===== config.mk =====
export PLATFORM = sky130hd
export DESIGN_NAME = spi_flash_line_reader
export DESIGN_NICKNAME = d
export VERILOG_FILES = /design/src/rtl/spi_flash_line_reader.sv
export SDC_FILE = /design/constraint.sdc
export NUM_CORES = 1
export LEC_CHECK = 0
export ABC_AREA = 1
export ABC_CLOCK_PERIOD_IN_PS = 2140
export CAP_MARGIN = 20
export CORE_AREA = 2 2 168 170
export CTS_CLUSTER_SIZE = 25
export DETAILED_ROUTE_END_ITERATION = 7
export DIE_AREA = 0 0 170 172
export GPL_ROUTABILITY_DRIVEN = 0
export HOLD_SLACK_MARGIN = 0.12
export PLACE_DENSITY = 0.5
export SETUP_SLACK_MARGIN = 0.02
export SYNTH_ARGS = -nofsm -noshare
export SYNTH_HDL_FRONTEND = slang
export SYNTH_SLANG_ARGS = --single-unit

===== constraint.sdc =====
create_clock -name clk -period 2.14 [get_ports clk]
set_clock_uncertainty 0.1 [all_clocks]
set_input_delay 0.321 -clock clk [delete_from_list [all_inputs] [get_ports clk]]
set_output_delay 0.321 -clock clk [all_outputs]
set_load 0.05 [all_outputs]

===== src/rtl/spi_flash_line_reader.sv =====
// spi_flash_line_reader
//   Read-only SPI flash (Mode 0) bridge for a 6809 bus. A read that misses the
//   one-line buffer fetches a whole LINE_BYTES line from flash while holding
//   MRDY low. Reads that hit the buffered line are answered at the sampling
//   edge with no wait states.
// Ports
//   clk            system clock
//   reset          asynchronous, active-low reset
//   i_CE           flash window select from the address decoder
//   i_RW           1 = read cycle (writes are ignored)
//   i_ADDRESS_BUS  CPU address, low ADDR_BITS bits forwarded to flash
//   i_FLUSH        one-cycle pulse that invalidates the line buffer
//   i_SPI_MISO     flash serial data out
//   o_SPI_CLK      SCK, idles low
//   o_SPI_MOSI     flash serial data in, 0 whenever CS is high
//   o_SPI_CS       flash chip select, active low
//   o_DATA         read data to the CPU
//   o_MemoryReady  MRDY to the 6809, low stretches the CPU cycle
module spi_flash_line_reader #(
  parameter int unsigned ADDR_BITS  = 12,
  parameter logic [23:0] FLASH_BASE = 24'h0,
  parameter int unsigned LINE_BYTES = 8,
  parameter int unsigned CLK_DIV    = 1,
  parameter bit          FAST_READ  = 1'b0
) (
  input  logic        clk,
  input  logic        reset,
  input  logic        i_CE,
  input  logic        i_RW,
  input  logic [15:0] i_ADDRESS_BUS,
  input  logic        i_FLUSH,
  input  logic        i_SPI_MISO,
  output logic        o_SPI_CLK,
  output logic        o_SPI_MOSI,
  output logic        o_SPI_CS,
  output logic [7:0]  o_DATA,
  output logic        o_MemoryReady
);
  localparam int unsigned OFF_W    = (LINE_BYTES > 1) ? $clog2(LINE_BYTES) : 1;
  localparam int unsigned HDR_BITS = FAST_READ ? 40 : 32;
  localparam int unsigned NBITS    = HDR_BITS + 8 * LINE_BYTES;
  localparam int unsigned CNT_W    = $clog2(NBITS + 1);
  localparam int unsigned DIV_W    = (CLK_DIV > 1) ? $clog2(CLK_DIV) : 1;
  localparam logic [7:0]  CMD_BYTE = FAST_READ ? 8'h0B : 8'h03;
  localparam logic [ADDR_BITS-1:0] OFF_MASK = ADDR_BITS'(LINE_BYTES - 1);

  typedef enum logic [2:0] {
    ST_IDLE, ST_CMD, ST_ADDR, ST_DUMMY, ST_DATA, ST_DONE
  } state_t;

  state_t               state;
  logic [ADDR_BITS-1:0] line_tag;   // line-aligned address of the buffered line
  logic [ADDR_BITS-1:0] req_line;
  logic [OFF_W-1:0]     req_off;
  logic                 valid;
  logic                 flush_pend; // flush seen while a fetch was in flight
  logic [DIV_W-1:0]     div_cnt;
  logic [CNT_W-1:0]     bit_cnt;    // SPI bits completed in this transfer
  logic [30:0]          tx_sh;      // bits still to send after the one on MOSI
  logic [6:0]           rx_sh;
  logic [7:0]           line_mem [LINE_BYTES];

  logic [ADDR_BITS-1:0] cpu_addr;
  logic [ADDR_BITS-1:0] cpu_line;
  logic [OFF_W-1:0]     cpu_off;
  logic                 unused_addr;
  logic                 sck_tick;
  logic [CNT_W-1:0]     bit_nxt;
  logic [CNT_W-1:0]     data_idx;
  logic                 wr_en;
  logic [OFF_W-1:0]     wr_addr;
  logic [7:0]           wr_data;

  assign cpu_addr    = i_ADDRESS_BUS[ADDR_BITS-1:0];
  assign cpu_line    = cpu_addr & ~OFF_MASK;
  assign cpu_off     = OFF_W'(cpu_addr & OFF_MASK);
  assign unused_addr = ^(i_ADDRESS_BUS >> ADDR_BITS);

  assign sck_tick = (div_cnt == DIV_W'(CLK_DIV - 1));
  assign bit_nxt  = bit_cnt + 1'b1;
  assign data_idx = bit_cnt - CNT_W'(HDR_BITS);

  // A byte is complete on the rising SCK edge that samples its eighth bit.
  assign wr_en   = (state == ST_DATA) && sck_tick && !o_SPI_CLK && (data_idx[2:0] == 3'b111);
  assign wr_addr = OFF_W'(data_idx >> 3);
  assign wr_data = {rx_sh, i_SPI_MISO};

  always_ff @(posedge clk) begin
    if (wr_en) begin
      line_mem[wr_addr] <= wr_data;
    end
  end

  always_ff @(posedge clk or negedge reset) begin
    if (!reset) begin
      state         <= ST_IDLE;
      line_tag      <= '0;
      req_line      <= '0;
      req_off       <= '0;
      valid         <= 1'b0;
      flush_pend    <= 1'b0;
      div_cnt       <= '0;
      bit_cnt       <= '0;
      tx_sh         <= '0;
      rx_sh         <= '0;
      o_SPI_CLK     <= 1'b0;
      o_SPI_MOSI    <= 1'b0;
      o_SPI_CS      <= 1'b1;
      o_DATA        <= 8'h00;
      o_MemoryReady <= 1'b1;
    end else begin
      case (state)
        ST_IDLE: begin
          if (i_FLUSH) begin
            valid <= 1'b0;
          end
          if (i_CE && i_RW) begin
            if (valid && !i_FLUSH && (cpu_line == line_tag)) begin
              o_DATA <= line_mem[cpu_off];
            end else begin
              req_line      <= cpu_line;
              req_off       <= cpu_off;
              o_SPI_CS      <= 1'b0;
              o_MemoryReady <= 1'b0;
              o_SPI_MOSI    <= CMD_BYTE[7];
              tx_sh         <= {CMD_BYTE[6:0], FLASH_BASE + 24'(cpu_line)};
              div_cnt       <= '0;
              bit_cnt       <= '0;
              flush_pend    <= 1'b0;
              state         <= ST_CMD;
            end
          end
        end
        ST_DONE: begin
          o_SPI_CS      <= 1'b1;
          o_SPI_MOSI    <= 1'b0;
          o_DATA        <= line_mem[req_off];
          valid         <= !(flush_pend || i_FLUSH);
          line_tag      <= req_line;
          o_MemoryReady <= 1'b1;
          state         <= ST_IDLE;
        end
        default: begin
          if (i_FLUSH) begin
            flush_pend <= 1'b1;
          end
          if (sck_tick) begin
            div_cnt   <= '0;
            o_SPI_CLK <= !o_SPI_CLK;
            if (!o_SPI_CLK) begin
              rx_sh <= {rx_sh[5:0], i_SPI_MISO};
            end else begin
              // Falling edge: bit finished, present the next one while SCK is low.
              // Zeros shifted in keep MOSI at 0 through DUMMY and DATA.
              bit_cnt    <= bit_nxt;
              o_SPI_MOSI <= tx_sh[30];
              tx_sh      <= {tx_sh[29:0], 1'b0};
              if (bit_nxt == CNT_W'(NBITS)) begin
                state <= ST_DONE;
              end else if (bit_nxt == CNT_W'(8)) begin
                state <= ST_ADDR;
              end else if (bit_nxt == CNT_W'(32)) begin
                state <= FAST_READ ? ST_DUMMY : ST_DATA;
              end else if (bit_nxt == CNT_W'(40)) begin
                state <= ST_DATA;
              end
            end
          end else begin
            div_cnt <= div_cnt + 1'b1;
          end
        end
      endcase
    end
  end
endmodule


==> summary.md, run 1 <==
| Metric | Value |
|---|---|
| PortBufs | 29 |
| GRT overflow | 0 |
| Top-area cell type share of the netlist area | 0.288 |
| Reg2reg start | bit_cnt[1]$_DFFE_PN0P_ |
| Async S/R FF share, synth | 0.552 |
| Critical Path, Cell by Cell | clkdlybuf4s50_1 |
| Slew Viols, Final | 0 |
| PD cells | 1340 nW/um^2 |
| Critical path fanouts, max | 2 |
| Overall routing resource usage | 0.113 |
| Status | complete, no violations |
| First-pass GRT wire length | 25.4 mm |
| Final HPWL DP | 10.1 mm |
| Die area | 29200 um^2 |
| RR Endpoint | state[2]$_DFFE_PN0P_ |
| R2R depth | 12 |
| Vias/cell | 4.39 |
| Synthesized flop and latch total | 143 |
| Slew headroom | 0.652 |
| Max_cap viols | 0 |
| Peak VDD IR | 0.581 mV |
| Worst Slack Setup Final | 0.104 ns |
| Achievable Freq | 491 MHz |
| CP arrival | 1.62 ns |
| Syn Area/Cell | 9.18 um^2 |
| RSZ-0062 raised after global routing | false |
| Crit path buf inv count | 1 |
| Cell variety after synth | 39 |
| Seq/Total Area, Yosys | 0.576 |
| Delay-heaviest family, CP | buffers and inverters |
| Setup WS pre-CTS | -0.0868 ns |
| Endpoint kind of the worst setup timing path | output port |
| I/O pins | 34 |
| Latest clock arrival within the worst-skew pair | 0.42 ns |
| Tmin final | 2.04 ns |
| P_leak | 0.00350 uW |
| Max Root-Sink Buffers | 2 |
| Area contributors post-synth | dfrtp_1 29%, edfxtp_1 28%, nand2_1 9.9%, o21ai_0 6.0%, inv_1 4.3% |
| Ys Warns | 0 |
| Layout cells sized above 1 | 0.130 |
| Num CTS Buffers | 17 |
| H-Tree Depth | 4 |
| Core Box Area | 27500 um^2 |
| Synth Instances | 738 |
| Root Buffer | clkbuf_16 |
| Vias in the first global route | 4778 |
| Mapped cell area | 6780 um^2 |
| Top-count cell post-synth | nand2_1 |
| Fin Setup TNS | 0 ns |
| Startpoint types | flip-flop |
| Antenna Nets Post-Route | 0 |
| DR vias | 5027 |
| DR DRC count | 0 |
| Initial DRT Pass Iterations | 5 |
| Chip height | 172 um |
| Crit path largest cell delay | 0.82 ns |
| Tightest Hold Check Type | primary input to asynchronous set/reset pin |
| Initial antenna violation count | 1 |
| Syn Nets | 762 |
| Cell taking the most area after synthesis | dfrtp_1 |
| Post-CTS Setup Bufs | 0 |
| Part of the cycle the worst path needs | 0.951 |
| Diodes inserted | 0 |
| Critical Path RT | 1.72 ns |
| Core Util, Final | 0.300 |
| Worst hold margin | 0.242 ns |
| Ys flop type | dfrtp_1 |
| Final setup vio count | 0 |
| Die Wd | 170 um |
| Clk pin slew, worst setup/hold paths | 0.06 ns |
| Post-synth EDFFs | 64 |
| Routed wire length | 15.6 mm |
| Iteration-0 DRC Markers | 305 |
| Reg2reg setup slack | 0.22 ns |
| Site row count | 61 |
| Critical Path Source | o_SPI_MOSI$_DFFE_PN0P_ |
| Final Hold Fails | 0 |
| Worst Tran Pin Value | 0.521 ns |
| Worst path slowest cell | clkdlybuf4s50_1 |
| Synth top cells by count | 179 x nand2_1, 81 x o21ai_0, 78 x dfrtp_1 |
| Starting density of the core | 0.247 |
| Critical path type | flip-flop to output port |
| Final nets | 809 |
| CTS Sinks | 143 |
| Syn-to-layout area delta | 21.8% |
| Largest net degree at the start of global routing | 66 |
| CTS tree | yes |
| DR WL/cell | 13.7 um |
how the worst max path moves through the flow:
| stage | endpoint | slack [ns] | cells after the start |
|---|---|---|---|
| 2_1_floorplan | line_mem[5][0]$_DFFE_PP_ | -0.09 | 5 |
| 6_report | o_SPI_MOSI | 0.10 | 1 |
| 3_3_place_gp | tx_sh[10]$_DFFE_PN0P_ | -0.11 | 13 |
| 5_1_grt | state[0]$_DFFE_PN0P_ | 0.03 | 12 |
| 4_1_cts | o_SPI_MOSI | 0.05 | 1 |
| 3_5_place_dp | o_DATA[6]$_DFFE_PN0P_ | -0.09 | 12 |
logic make-up after synthesis:
logic type               count (synthesis)  share of synthesized area
AO/OA/AOI/OAI                          183                      0.155
XOR/XNOR                                 2                    0.00259
adder cells (fa/ha/maj)                  2                    0.00369
buffers and inverters                  124                     0.0809
flip-flops                             143                      0.576
AND/OR/NAND/NOR                        284                      0.183
cell type report:
type,instances,area (um^2)
sequential,143,3900
clock inverter,14,143
fill,2882,19200
tap,346,433
clock buffer,18,450
timing repair buffer,68,661
multi-input combinational,471,2340
inverter,84,325
where the power goes:
part | switching [uW] | internal (uW)
Combinational | 2550 | 1420
Clock | 1240 | 1710
Sequential | 496 | 3640
Total | 4290 | 6770
layer usage:
layer / share of wire / wire length (um) / vias up / track usage
met5: 0 / 0 / - / 0
met4: 0.014 / 211 / 0 / 0.0427
met3: 0.040 / 630 / 12 / 0.0256
met2: 0.47 / 7400 / 85 / 0.184
met1: 0.47 / 7380 / 2367 / 0.148
li1: - / - / 2563 / -
flip-flops by register name (all words and copies together), names as in the netlist:
name and flops:
bit_cnt 7, line_tag 9, o_SPI_MOSI 1, tx_sh 28, o_DATA 8, o_MemoryReady 1, line_mem 64, state 3
flush_pend 1, req_off 3, o_SPI_CLK 1, rx_sh 7, valid 1, req_line 9
stage by stage:
stage / instance area (um^2) / total power [uW] / std cells
6_report: 8250 / 11100 / 1144
3_3_place_gp: 7640 / 8160 / 1111
2_1_floorplan: 6780 / 6990 / 738
5_1_grt: 8250 / 11800 / 1144
3_5_place_dp: 7640 / 8190 / 1111
4_1_cts: 8240 / 11200 / 1144
what timing repair did:
item	CTS	global route
gates cloned	0	0
gates resized for setup	2	4
setup endpoints to repair	2	16
hold buffers	1	0
hold endpoints to repair	78	0
layout by cell type (no fill, tap or decap), drive strengths merged, types with 2 or more instances in the layout:
master         instances
nand2                184
o21ai                 93
inv                   93
dfrtp                 78
edfxtp                64
nand3                 54
a21oi                 46
buf                   41
nor2                  37
clkdlybuf4s50         24
o211ai                21
clkbuf                18
o22ai                 16
o21a                   6
nor3                   4
clkinv                 3
xnor2                  2
dlygate4sd2            2
or2                    2
nand3b                 2
ha                     2
No activity file was read; power rests on OpenSTA's default activity.
==> inputs of run 2 (changes only) <==
- ABC_AREA: 1 -> unset
- CELL_PAD_IN_SITES_DETAIL_PLACEMENT: unset -> 0
- CELL_PAD_IN_SITES_GLOBAL_PLACEMENT: unset -> 1
- CORE_AREA: 2 2 168 170 -> 2 2 163 165
- DIE_AREA: 0 0 170 172 -> 0 0 165 167
- PLACE_DENSITY: 0.5 -> 0.56
==> summary.md, run 2 <==
| Metric | Value |
|---|---|
| Status | finished with violations |
| Failing checks | negative setup slack |
| Endpoint kind of the worst setup timing path | flip-flop |
| Register share of total power | 0.472 (+0.098) |
| Register area | 3900 um^2 (about the same) |
| Cell taking the most area after synthesis | dfrtp_1 |
| Initial antenna violation count | 0 (-1) |
| Compound-gate portion of the synthesized area | 0.0695 (-0.0851) |
| Critical Path RT | 2.37 ns (+0.65 ns) |
| Fin Setup TNS | -0.0172 ns (-0.0172 ns) |
| Syn Area/Cell | 13.0 um^2 (+41%) |
| Top-area cell type share of the netlist area | 0.305 (+0.0174) |
| Iteration-0 DRC Markers | 285 (-6.6%) |
| DR vias | 4069 (-19%) |
| Overall Power | 6130 uW (-45%) |
| PortBufs | 29 (unchanged) |
| Vias/cell | 4.44 (+1.1%) |
| Most frequent cells in the layout | 109 x nand2_1, 77 x dfrtp_1, 64 x edfxtp_1 |
| Antenna Nets Post-Route | 0 (unchanged) |
| Peak VDD IR | 0.456 mV (-21%) |
| CTS Sinks | 143 (unchanged) |
| CP arrival | 2.39 ns (+0.77 ns) |
| Post-synth EDFFs | 64 (unchanged) |
| Synth top cells by count | 110 x nand2_1, 78 x dfrtp_1, 64 x edfxtp_1 |
| Syn-to-layout area delta | 28.1% |
| Clk pin slew, worst setup/hold paths | 0.06 ns (about the same) |
| Max Root-Sink Buffers | 2 (unchanged) |
| Simple-gate share of the synthesized area | 0.116 (-0.0667) |
| Top-count cell post-synth | nand2_1 |
| GRT overflow | 0 (unchanged) |
| Combinational family with the most area after synthesis | multiplexers |
| Layout cells sized above 1 | 0.275 (+0.145) |
| Placed cells | 881 (-21%) |
| Die area | 27600 um^2 (-5.8%) |
| Final HPWL DP | 9.77 mm (-3.7%) |
| Core Box Area | 25800 um^2 (-6.2%) |
| Startpoint types | flip-flop |
| Biggest regs | line_mem x64, tx_sh x28 |
| Mapped cell area | 6390 um^2 (-5.7%) |
| Critical path type | flip-flop to flip-flop |
| Die Wd | 165 um (-2.9%) |
| Worst Tran Pin Value | 0.596 ns (+0.0750 ns) |
| Combinational Power Share | 0.031 (-0.328) |
| Seq/Total Area, Yosys | 0.610 (+0.0347) |
| Synth Instances | 493 (-33%) |
| Async S/R FF share, synth | 0.552 (unchanged) |
| Overall routing resource usage | 0.114 (+0.000432) |
| Area contributors post-synth | dfrtp_1 31%, edfxtp_1 30%, mux4_2 11%, nand2_1 6.5%, mux2i_1 2.5% |
| Critical path fanouts, max | 3 (+1) |
| CTS tree | yes |
| Area after DPL | 7470 um^2 (-2.2%) |
| Switching Power | 1210 uW (-72%) |
| Vias in the first global route | 4327 (-9.4%) |
| Adder-cell share of the synthesized area | 0.00392 (+0.000223) |
| Slew headroom | 0.602 (-0.0500) |
| Flip-flop count of the largest register after layout | 64 (unchanged) |
| Switching Fraction | 0.198 (-0.190) |
| Initial DRT Pass Iterations | 4 (-1) |
| Achievable Freq | 464 MHz (-5.6%) |
| Commonest non-fill, non-tap cell in the layout | nand2_1 |
| Ys Warns | 0 (unchanged) |
| DR DRC count | 0 (unchanged) |
| Synthesized flop and latch total | 143 (unchanged) |
| Num CTS Buffers | 17 (unchanged) |
| First-pass GRT wire length | 23.7 mm (-6.6%) |
| Post-synthesis xor/xnor area fraction | 0.0206 (+0.0180) |
| Diodes inserted | 0 (unchanged) |
| RSZ-0062 raised after global routing | true |
| Final setup vio count | 1 (+1) |
| Clock Power Share | 0.497 (+0.230) |
| DR WL/cell | 15.9 um (+17%) |
| Worst Slack Setup Final | -0.0172 ns (-0.121 ns) |
| Root Buffer | clkbuf_16 |
| H-Tree Depth | 4 (unchanged) |
| Most flops, register | line_mem |
| Final nets | 592 (-27%) |
| Tightest Hold Check Type | primary input to asynchronous set/reset pin |
| Syn Nets | 517 (-32%) |
| Tmin final | 2.16 ns (+0.121 ns) |
| Fin cells | 916 (-20%) |
| Filler cell count in the final layout | 2537 (-12%) |
| Site row count | 59 (-3.3%) |
| Chip height | 167 um (-2.9%) |
| Int Pwr | 4920 uW (-27%) |
| Part of the cycle the worst path needs | 1.01 (+0.0566) |
| Largest net degree at the start of global routing | 27 (-59%) |
| Routed wire length | 14.6 mm (-6.6%) |
| P_leak | 0.00316 uW (-9.5%) |
| Final instance area | 8180 um^2 (-0.86%) |
| Max_cap viols | 0 (unchanged) |
| I/O pins | 34 (unchanged) |
| PD cells | 749 nW/um^2 (-44%) |
| Latest clock arrival within the worst-skew pair | 0.41 ns (about the same) |
| Starting density of the core | 0.248 (+0.00144) |
| Ys flop type | dfrtp_1 |
| Area of the multi-input gates | 2430 um^2 (+4.0%) |
| Final Hold Fails | 0 (unchanged) |
| Worst hold margin | 0.274 ns (+0.0322 ns) |
| Mux share of post-synthesis cell area | 0.155 (+0.155) |
| Cell variety after synth | 48 (+23%) |
| Slew Viols, Final | 0 (unchanged) |
run 2: cell types whose count changed in the layout (fill, tap and decap cells not counted), moves of 16 or more:
cell	delta
mux4_2	+32
o21ai_0	-54
o211ai_1	-21
buf_4	+22
nand2_1	-70
nand3_1	-50
a21oi_1	-42
inv_1	-76
mux2i_1	+16
run 2: area by class of cell:
| type | count | area share |
|---|---|---|
| Sequential cell | 143 | 0.477 |
| Multi-Input combinational cell | 317 | 0.298 |
| Timing Repair Buffer | 88 | 0.0994 |
| Clock buffer | 23 | 0.0586 |
| Tap cell | 335 | 0.0512 |
| Clock inverter | 9 | 0.0161 |
| Inverter | 1 | 0.000459 |
run 2: kinds of logic (layout without fill, tap and decap cells):
kind of cell / after synthesis / count (layout)
and+or+nand+nor: 173 / 173
DFF: 143 / 143
AOI/OAI and AO/OA: 69 / 69
muxes: 58 / 58
buffers and inverters: 33 / 121
xor gates and xnor gates: 15 / 15
adders and majority gates: 2 / 2
run 2: power by group through the flow:
| stage | Sequential, uW | Clock, uW | Combinational [uW] |
|---|---|---|---|
| after CTS | 2900 | 3120 | 193 |
| final | 2900 | 3050 | 188 |
| after detailed placement | 2950 | 0 | 190 |
| after global placement | 2950 | 0 | 191 |
| after floorplan | 2940 | 0 | 70.3 |
| after global routing | 2900 | 3260 | 207 |
run 2: metrics by stage:
step	worst slack, ns	utilization
2_1_floorplan	0.0441	-
3_3_place_gp	-0.318	0.290
3_5_place_dp	-0.324	0.290
4_1_cts	-0.0224	0.316
5_1_grt	-0.0798	0.318
6_report	-0.0172	0.318
run 2: routing by layer:
metal	GRT usage	vias up	part of all wire
met5	0	-	0
met4	0.0333	0	0.0088
met3	0.0276	10	0.021
met2	0.190	44	0.51
met1	0.146	2067	0.46
li1	-	1948	-
run 2: path summary, 6_finish.rpt:
check,from,to,slack (ns),depth (start not counted)
max in group asynchronous,reset,o_MemoryReady$_DFFE_PN1P_,1.04,3
worst min-delay path,reset,o_DATA[0]$_DFFE_PN0P_,0.27,2
worst min register to register,flush_pend$_DFFE_PN0P_,valid$_DFFE_PN0P_,0.35,1
worst max register to register,bit_cnt[1]$_DFFE_PN0P_,state[1]$_DFFE_PN0P_,-0.02,6
worst max-delay path,bit_cnt[1]$_DFFE_PN0P_,state[1]$_DFFE_PN0P_,-0.02,6
min in group clk,flush_pend$_DFFE_PN0P_,valid$_DFFE_PN0P_,0.35,1
run 2: critical path: stages (launching register included):
cell	delay [ns]
dfrtp_1	0.41
ha_4	0.19
ha_4	0.22
nor3b_4	0.17
or4b_4	0.49
or4_4	0.43
o21ai_2	0.07
run 2: repair_timing:
item | in CTS | in global routing
buffers inserted | 2 | 0
pin swaps | 1 | 4
cloned | 0 | 0
gates resized for setup | 4 | 14
hold buffers | 1 | 0
hold endpoints to repair | 48 | 0
endpoints found under the setup margin | 9 | 27
==> inputs of run 3 (changes only) <==
- RECOVER_POWER: unset -> 50
==> summary.md, run 3 (synthesized netlist as in run 2, its figures left out) <==
| Metric | Value |
|---|---|
| Largest net degree at the start of global routing | 27 (unchanged) |
| Startpoint types | flip-flop |
| Vias/cell | 4.45 (about the same) |
| Core Box Area | 25800 um^2 (unchanged) |
| Register area | 3900 um^2 (unchanged) |
| Failing checks | negative setup slack |
| Worst path slowest cell | or4b_4 |
| Fin cells | 916 (unchanged) |
| Slew Viols, Final | 0 (unchanged) |
| Final Hold Fails | 0 (unchanged) |
| Most frequent cells in the layout | 109 x nand2_1, 77 x dfrtp_1, 64 x edfxtp_1 |
| Site row count | 59 (unchanged) |
| Filler cell count in the final layout | 2537 (unchanged) |
| Most flops, register | line_mem |
| Slew headroom | 0.502 (-0.100) |
| Flip-flop count of the largest register after layout | 64 (unchanged) |
| Initial antenna violation count | 0 (unchanged) |
| Commonest non-fill, non-tap cell in the layout | nand2_1 |
| Starting density of the core | 0.248 (unchanged) |
| Antenna Nets Post-Route | 0 (unchanged) |
| Tmin final | 2.15 ns (-0.00432 ns) |
| Placed cells | 881 (unchanged) |
| Max Root-Sink Buffers | 2 (unchanged) |
| First-pass GRT wire length | 23.7 mm (unchanged) |
| PD cells | 751 nW/um^2 (+0.18%) |
| Overall Power | 6120 uW (-0.14%) |
| Layout cells sized above 1 | 0.274 (-0.00172) |
| Vias in the first global route | 4327 (unchanged) |
| CTS tree | yes |
| CTS Sinks | 143 (unchanged) |
| Critical path type | flip-flop to flip-flop |
| I/O pins | 34 (unchanged) |
| Achievable Freq | 464 MHz (+0.20%) |
| Die area | 27600 um^2 (unchanged) |
| PortBufs | 29 (unchanged) |
| Num CTS Buffers | 17 (unchanged) |
| Overall routing resource usage | 0.114 (unchanged) |
| Worst Slack Setup Final | -0.0129 ns (+0.00432 ns) |
| DR WL/cell | 15.9 um (-0.21%) |
| DR vias | 4072 (+0.074%) |
| Tightest Hold Check Type | flip-flop to flip-flop |
| Root Buffer | clkbuf_16 |
| CP arrival | 2.39 ns (about the same) |
| Biggest regs | line_mem x64, tx_sh x28 |
| Critical path fanouts, max | 3 (unchanged) |
| Latest clock arrival within the worst-skew pair | 0.41 ns (about the same) |
| Critical Path, Cell by Cell | ha_4, ha_4, nor3b_4, or4b_4, or4_4, o21ai_2 |
| Max_cap viols | 0 (unchanged) |
| Status | finished with violations |
| Top cell by count, worst path | ha_4 |
| DR DRC count | 0 (unchanged) |
| Setup WS pre-CTS | -0.324 ns (unchanged) |
| Endpoint kind of the worst setup timing path | flip-flop |
| Clk pin slew, worst setup/hold paths | 0.06 ns (about the same) |
| Routed wire length | 14.6 mm (-0.21%) |
| GRT overflow | 0 (unchanged) |
| Peak VDD IR | 0.452 mV (-0.87%) |
| Critical Path RT | 2.37 ns (about the same) |
| Fin Setup TNS | -0.0129 ns (+0.00432 ns) |
| Iteration-0 DRC Markers | 280 (-1.8%) |
| Syn-to-layout area delta | 27.6% |
| Final nets | 592 (unchanged) |
| Worst Tran Pin Value | 0.747 ns (+0.151 ns) |
| P_leak | 0.00315 uW (-0.39%) |
| Crit path largest cell delay | 0.49 ns (about the same) |
| Die Wd | 165 um (unchanged) |
| Initial DRT Pass Iterations | 4 (unchanged) |
| Final setup vio count | 1 (unchanged) |
| Part of the cycle the worst path needs | 1.01 (-0.00202) |
| Chip height | 167 um (unchanged) |
| RSZ-0062 raised after global routing | true |
| Diodes inserted | 0 (unchanged) |
| Final HPWL DP | 9.77 mm (unchanged) |
| Area of the multi-input gates | 2430 um^2 (unchanged) |
| H-Tree Depth | 4 (unchanged) |
run 3: power by group:
group	total (uW)	internal, uW	switching, uW
registers	2900	2880	17.0
logic	182	93.2	88.8
clock network	3040	1940	1110
total	6120	4910	1210
run 3: worst paths after layout:
check,from,endpoint,slack [ns],cells past startpoint
max,bit_cnt[1]$_DFFE_PN0P_,state[1]$_DFFE_PN0P_,-0.01,6
min,flush_pend$_DFFE_PN0P_,valid$_DFFE_PN0P_,0.35,1
max reg2reg,bit_cnt[1]$_DFFE_PN0P_,state[1]$_DFFE_PN0P_,-0.01,6
min reg2reg,flush_pend$_DFFE_PN0P_,valid$_DFFE_PN0P_,0.35,1
max in group asynchronous,reset,tx_sh[3]$_DFFE_PN0P_,0.42,3
min in group asynchronous,reset,o_DATA[0]$_DFFE_PN0P_,0.40,2
run 3: worst max-delay path: cells and delay by family (launching register included):
kind,cells,cell delay [ns]
simple gates,3,1.09
fa+ha+maj,2,0.41
flops,1,0.41
compound gates,1,0.07
run 3: what timing repair did:
action	4_1_cts	5_1_grt
buffers inserted	2	0
pin swaps	1	4
setup endpoints to repair	9	27
hold buffers	1	0
gates resized for setup	4	14
hold endpoints to repair	48	0
run 3: cell type report:
type	count	share of cell area
Sequential cell	143	0.478
Timing Repair Buffer	88	0.0965
Clock inverter	9	0.0161
Clock buffer	23	0.0588
Tap cell	335	0.0514
Multi-Input combinational cell	317	0.299
Inverter	1	0.000460
run 3: routing by layer:
layer  share of wire  GRT usage
met2            0.51      0.190
met1            0.45      0.146
met3           0.023     0.0276
met5               0          0
met4           0.011     0.0333
run 3: per-stage QoR:
stage                     utilization  cell area [um^2]  hold slack, ns
after floorplan                     -              6410         -0.0746
after global routing            0.317              8160           0.394
final                           0.317              8160           0.353
after global placement          0.290              7470           0.183
after CTS                       0.316              8140           0.274
after detailed placement        0.290              7470           0.179
